--- src/rtl/player_input_pkg.sv ---
// Shared types and constants for the player pushbutton front end.
package player_input_pkg;

    localparam int unsigned CNT_WIDTH = 16;

    typedef enum logic [1:0] {
        RELEASED,
        PRESS_WAIT,
        PRESSED,
        RELEASE_WAIT
    } debounceState_t;

endpackage

--- src/rtl/player_input_key_channel.sv ---
// One pushbutton: 2-flop synchronizer, debounce FSM and stability counter.
// pressStrobe is the combinational PRESS_WAIT->PRESSED condition, registered by the top.
module key_channel
    import player_input_pkg::*;
#(
    parameter int unsigned DEBOUNCE_CYCLES = 16
) (
    input  logic Clock,
    input  logic RST,
    input  logic keyN,
    output logic pressStrobe
);

    localparam logic [CNT_WIDTH-1:0] DEBOUNCE_LIMIT = CNT_WIDTH'(DEBOUNCE_CYCLES);
    localparam logic [CNT_WIDTH-1:0] CNT_ONE        = CNT_WIDTH'(1);

    logic                 syncMeta;
    logic                 syncKey;
    debounceState_t       state;
    debounceState_t       nextState;
    logic [CNT_WIDTH-1:0] count;
    logic [CNT_WIDTH-1:0] nextCount;

    always_ff @(posedge Clock) begin
        if (RST) begin
            syncMeta <= 1'b1;
            syncKey  <= 1'b1;
            state    <= RELEASED;
            count    <= '0;
        end else begin
            syncMeta <= keyN;
            syncKey  <= syncMeta;
            state    <= nextState;
            count    <= nextCount;
        end
    end

    always_comb begin
        nextState   = state;
        nextCount   = count;
        pressStrobe = 1'b0;
        case (state)
            RELEASED: begin
                if (!syncKey) begin
                    nextState = PRESS_WAIT;
                    nextCount = CNT_ONE;
                end
            end
            PRESS_WAIT: begin
                // A level reversal always wins over a count that has just matured.
                if (syncKey) begin
                    nextState = RELEASED;
                    nextCount = '0;
                end else if (count == DEBOUNCE_LIMIT) begin
                    nextState   = PRESSED;
                    nextCount   = '0;
                    pressStrobe = 1'b1;
                end else begin
                    nextCount = count + CNT_ONE;
                end
            end
            PRESSED: begin
                if (syncKey) begin
                    nextState = RELEASE_WAIT;
                    nextCount = CNT_ONE;
                end
            end
            RELEASE_WAIT: begin
                if (!syncKey) begin
                    nextState = PRESSED;
                    nextCount = '0;
                end else if (count == DEBOUNCE_LIMIT) begin
                    nextState = RELEASED;
                    nextCount = '0;
                end else begin
                    nextCount = count + CNT_ONE;
                end
            end
            default: begin
                nextState = RELEASED;
                nextCount = '0;
            end
        endcase
    end

endmodule

--- src/rtl/player_input.sv ---
// Two debounced pushbuttons arbitrated into mutually exclusive one-cycle move pulses.
module player_input
    import player_input_pkg::*;
#(
    parameter int unsigned DEBOUNCE_CYCLES = 16
) (
    input  logic Clock,
    input  logic RST,
    input  logic KEY_L_n,
    input  logic KEY_R_n,
    output logic L,
    output logic R
);

    logic strobeL;
    logic strobeR;

    key_channel #(.DEBOUNCE_CYCLES(DEBOUNCE_CYCLES)) leftKey (
        .Clock      (Clock),
        .RST        (RST),
        .keyN       (KEY_L_n),
        .pressStrobe(strobeL)
    );

    key_channel #(.DEBOUNCE_CYCLES(DEBOUNCE_CYCLES)) rightKey (
        .Clock      (Clock),
        .RST        (RST),
        .keyN       (KEY_R_n),
        .pressStrobe(strobeR)
    );

    // Simultaneous presses cancel so downstream cells never see a conflicting move.
    always_ff @(posedge Clock) begin
        if (RST) begin
            L <= 1'b0;
            R <= 1'b0;
        end else begin
            L <= strobeL & ~strobeR;
            R <= strobeR & ~strobeL;
        end
    end

endmodule

--- config.mk ---
export PLATFORM = sky130hd
export DESIGN_NAME = player_input
export DESIGN_NICKNAME = d
export VERILOG_FILES = /design/src/rtl/player_input_pkg.sv /design/src/rtl/player_input_key_channel.sv /design/src/rtl/player_input.sv
export SDC_FILE = /design/constraint.sdc
export NUM_CORES = 1
export LEC_CHECK = 0
export BUFFER_PORTS_ARGS = -buffer_cell sky130_fd_sc_hd__buf_2
export CORE_UTILIZATION = 50
export CTS_CLUSTER_SIZE = 12
export DETAILED_ROUTE_END_ITERATION = 7
export PLACE_DENSITY = 0.74
export SLEW_MARGIN = 20
export SYNTH_ARGS = -nofsm -noshare
export SYNTH_HDL_FRONTEND = slang
export SYNTH_SLANG_ARGS = --single-unit
--- constraint.sdc ---
create_clock -name Clock -period 1.5 [get_ports Clock]
set_input_delay 0.225 -clock Clock [delete_from_list [all_inputs] [get_ports Clock]]
set_output_delay 0.225 -clock Clock [all_outputs]
set_load 0.005 [all_outputs]
Word-level counts from Yosys, hierarchy flattened

Index checks and enable logic that the tools add are counted.

Flip-flop bits (word level): 42
Input bits: 4
Output and inout port bits: 2
Word-level logic and storage cells: 70

Add/subtract/negate cells: 2
Eq/ne operators: 16
Muxes and demuxes: 32
Bitwise gates (word level): 4
Reduce and logical (&&, ||, !) cells: 6

Operators with widths:

| cell                  | count |
|---|---|
| $mux 16               | 10 |
| $pmux 16 s4           | 2 |
| $add 16x1->16 const B | 2 |
| $eq 16x5->1 const B   | 2 |
| $mux 2                | 12 |
| $pmux 2 s4            | 2 |
| $eq 2x2->1 const B    | 4 |
| $reduce_and 4->1      | 2 |
| $mux 1                | 6 |
| $ne 3x1->1 const B    | 2 |
| $ne 3x3->1 const B    | 2 |
| $eq 2x1->1 const B    | 2 |
| $logic_not 2->1       | 2 |
| $ne 2x1->1 const B    | 2 |
| $ne 2x2->1 const B    | 2 |
| $reduce_and 2->1      | 2 |
| $and 1x1->1           | 2 |
| $not 1->1             | 2 |

Logic depth before layout (Yosys ltp)

Depth in word-level cells: 6
Mapped depth: 8
Gate-level depth less buffers: 6

Cells and area by module

From an unflattened synthesis, not the netlist that was laid out.

Cell total of the unflattened synthesis: 240
Area, all modules: 2102.0 µm²

Modules (own cells, without submodules):

| module       | times used | cells an instance | area an instance (µm²) | seq. area each (µm²) |
|---|---|---|---|---|
| key_channel  | 2          | 118               | 1023.5                 | 400.4 |
| player_input | 1          | 4                 | 55.1                   | 40.0 |

Least setup slack after synthesis

OpenSTA, ideal clock, no wires.

Path kind: flip-flop to flip-flop
Start: register leftKey.count[0]
End: register leftKey.count[1]
Library setup time: 70 ps
Arrival: 1553 ps
Data required time: 1430 ps
Path slack: -124 ps
Stages on the path, launching flop included: 9
Path buffers: 2
Period minus slack after synthesis: 1624 ps
Cells stage by stage: dfxtp_1 -> inv_1 -> ha_1 -> nor4b_1 -> nand4_1 -> clkbuf_1 -> buf_2 -> nand4_1 -> a21oi_1

Cells in the longest elaborated chain, start to end: 4
Elaborated cells between the ends (all ways): 6
Those cells by class: add/sub (1); eq/ne (1); mux (4)

Ends and longest elaborated chain:

| what                                                | line                                                           | RTL |
|---|---|---|
| start, declared                                     | player_input_key_channel.sv:21                                 | `logic [CNT_WIDTH-1:0] count;` |
| start signal, assigned                              | player_input_key_channel.sv:34                                 | `count <= nextCount;` |
| $add 16x1->16 / $eq 16x5->1 (equally long branches) | n/a                                                            |  |
| $mux 16 (*)                                         | player_input_key_channel.sv:54, player_input_key_channel.sv:72 |  |
| $mux 16 (on tied branches)                          | player_input_key_channel.sv:69, player_input_key_channel.sv:51 |  |
| $pmux 16 s4 (*)                                     | player_input_key_channel.sv:42                                 | `case (state)` |

Mark *: on every way between the ends. The rest lies on a longest branch, timed or not.
A chain may end at the register's enable or synchronous reset.

Worst setup path in the final report

Start: register leftKey.count[1]
End: register L

Cells in the longest elaborated chain, start to end: 5

Ends and longest elaborated chain:

| what                 | line                           | RTL |
|---|---|---|
| $eq 16x5->1          | player_input_key_channel.sv:54 | `end else if (count == DEBOUNCE_LIMIT) begin` |
| $mux 1               | player_input_key_channel.sv:54 |  |
| $mux 1               | player_input_key_channel.sv:51 | `if (syncKey) begin` |
| $mux 1               | player_input_key_channel.sv:42 |  |
| $and 1x1->1          | player_input.sv:38             | `L <= strobeL & ~strobeR;` |
| end signal, assigned | player_input.sv:38             |  |
| end, declared        | player_input.sv:11             | `output logic L,` |

No other way between the ends.

==> flow_summary_export.csv <==
group,metric,value,unit
die,rows,23,
synth,avgSynthCellArea,8.37,um2
setup_path,worst_path_largest_cell_delay,360,ps
sta,max_clock_freq,553,MHz
placement,dp_hpwl,3750,um
clock_network,htreeDepth,2,
power,intPower,1.50,mW
grt,grt_max_degree,25,
route,ant_nets,0,
clock_network,cts-root-buf,"clkbuf_8",
synth,synthArstFlopShare,0,%
sta,period_share,121,%
grt,grt_overflow_total,0,
sta,setup-violations-final,38,
die,dieArea,4570,um2
route,drc_errors,0,
route,vias,2751,
grt,grt_pass1_vias,2161,
placement,io_buffer_count,5,
die,io_pins,6,
die,fp.dieW,67.6,um
power,power.total,2.04,mW
route,routedWlPerCell,24.3,um
synth,yosysMostFrequentCell,"dfxtp_1",
cells_and_area,seq_area,855,um2
placement,place_ws,-221,ps
setup_path,worstPathCellList,"inv_2, ha_4, nor4b_4, nand4_1, buf_6, nor4_4, and3b_1",
sta,post-route-min-period,1810,ps
synth,synth_xor_area_share,4.42,%
synth,ys_ff_latch,42,
grt,track_usage,31.1,%
power,combPwrFrac,6.6,%
synth,ys.flop_type,"dfxtp_1",
setup_path,cp_max_fo,6,
setup_path,end_kind,"register",
route,via_per_inst,7.28,
cells_and_area,syn_to_final_growth,54.2,%
clock_network,cts_tree,"done",
cells_and_area,drive_gt1_share,49.4,%
sta,drv_slew,0,
sta,tns,-7230,ps
power,clkPwrFrac,37.8,%
route,drt_iter0_drc,471,
synth,synthTopCellsByCount,"dfxtp_1, a31oi_1, nand2_1",
power,sw_frac_of_total,26.4,%
die,initial_core_util,53.0,%
setup_path,timing_worst_setup_path_type,"register to register",
cells_and_area,antenna_cells,0,
sta,skew,10.8,ps
sta,worst_pin_slew,796,ps
clock_network,numClockSinks,42,
clock_network,cts.clk_slew.worst_paths,90,ps
route,wl,9190,um
die,fp.dieH,67.6,um
cells_and_area,fillers,170,
clock_network,cts_hold_buf,0,
hold_path,min_path_type,"input pin to register",
status,violations,"negative setup slack",
synth,synth_top_cell_by_area,"dfxtp_1",
clock_network,insertion_delay,310,ps
synth,synth-compound-area-share,17.0,%
synth,yosysSeqAreaShare,39.1,%
synth,ys_warn_count,0,
power,p_leak,1.15,nW
grt,antenna_found_initial,0,
status,status,"finished, violations left",
clock_network,cts_inserted_buffers,5,
synth,synth_top_family_by_area,"simple AND/OR/NAND/NOR gates",
synth,synth_edf_count,0,
synth,synthCells,257,
sta,setup_ws,-310,ps
power,power.share.sequential,55.6,%
route,first_pass_iters,7,
synth,synth.distinct_cells,43,
synth,synth_area,2150,um2
power,ir_drop,922,uV
synth,synth_mux_area_share,0.465,%
synth,synthSimpleGateAreaFrac,32.1,%
power,p_switching,0.538,mW
cells_and_area,utilization,81.8,%
grt,grt_pass1_wl,10500,um
sta,rsz0062_at_grt,"true",
die,coreArea,4060,um2
synth,netlist_top_cells_area,"dfxtp_1, a31oi_1, nand3_1",
sta,relSlewSlack,46.6,%
sta,hold_viol,0,
setup_path,crit_path_top_delay_cell,"dfxtp_2",
cells_and_area,multiInputGateArea,1640,um2
flow_run,maxCapViolations,0,
setup_path,start_kind,"register",
cells_and_area,fin_nets,336,
power,powerDensity,614,nW/um2
placement,place_congestion,0.838,
setup_path,cp.required,1750,ps
synth,synth_top_area_share,39.1,%
synth,yosys.area_share.adder,2.33,%
clock_network,cts.path.max_buffers,2,
setup_path,crit_arrival,2060,ps
synth,synth_fp_nets,265,
power by group through the flow:
stage	registers [mW]	logic [mW]	clock network [mW]
2_1_floorplan	1.16	0.0534	0
3_3_place_gp	1.16	0.0886	0
3_5_place_dp	1.16	0.0909	0
4_1_cts	1.13	0.102	0.711
5_1_grt	1.13	0.140	0.792
6_report	1.13	0.135	0.769
layout by cell type (no fill, tap or decap), types with 6 or more instances in the layout:
cell,synthesis,routed
buf_4,0,56
dfxtp_1,42,33
nand2_1,22,19
a31oi_1,28,18
nand3_1,17,14
nand4_1,12,12
buf_6,0,12
inv_1,13,9
nor3_1,11,9
dfxtp_2,0,8
nand3b_1,7,7
xor2_1,6,6
a31oi_4,0,6
routing by layer:
layer	global-route usage (%)	routed length, um
met5	0	0
met1	41.0	3380
met2	49.5	4020
met4	10.9	649
met3	6.42	1140
worst paths after layout:
check	startpoint	endpoint	slack, ps	depth (start not counted)
worst max-delay path	leftKey.count[1]$_SDFFE_PP0P_	L$_SDFF_PP0_	-310	7
worst min-delay path	KEY_L_n	leftKey.syncMeta$_SDFF_PP1_	100	2
worst max register to register	leftKey.count[1]$_SDFFE_PP0P_	L$_SDFF_PP0_	-310	7
worst min register to register	rightKey.syncMeta$_SDFF_PP1_	rightKey.syncKey$_SDFF_PP1_	460	1
registers in the layout (all words and copies together), names as in the netlist, named ones only:
| name | cells |
|---|---|
| rightKey.state | 1 |
| rightKey.syncMeta | 1 |
| R | 1 |
| rightKey.count | 16 |
| leftKey.syncMeta | 1 |
| rightKey.syncKey | 1 |
| leftKey.count | 16 |
| leftKey.state | 1 |
| L | 1 |
| leftKey.syncKey | 1 |
cells by family (layout without fill, tap and decap cells):
family	after synthesis	after routing
buffers and inverters	25	96
DFF	42	42
xor gates and xnor gates	10	10
adders and majority gates	4	4
AOI/OAI and AO/OA	58	58
and+or+nand+nor	117	117
muxes	1	1
what timing repair did:
| item | CTS | global route |
|---|---|---|
| gates resized for setup | 43 | 53 |
| gates cloned | 3 | 0 |
| pin swaps | 21 | 24 |
| setup endpoints to repair | 35 | 38 |
| setup buffers | 8 | 2 |
worst max-delay path, delay by kind of cell, from the launching register on:
family	cells	cell delay, ps
simple gates	4	900
buf+inv	2	340
flops	1	360
fa+ha+maj	1	140
metrics by stage:
step,area (um2),cells,hold WS (ps)
floorplan,2210,257,329
global placement,2690,359,395
detailed placement,2690,359,403
CTS,3030,376,105
global route,3320,378,97.5
finish,3320,378,98.9
final cells by class:
cell class,instances,area share (%)
Multi-Input combinational cell,190,49.3
Sequential cell,42,25.8
Timing Repair Buffer,76,19.2
Clock buffer,6,2.19
Tap cell,50,1.89
Inverter,13,1.47
Clock inverter,1,0.226
Note: power is estimated with default switching activity, not from simulation.
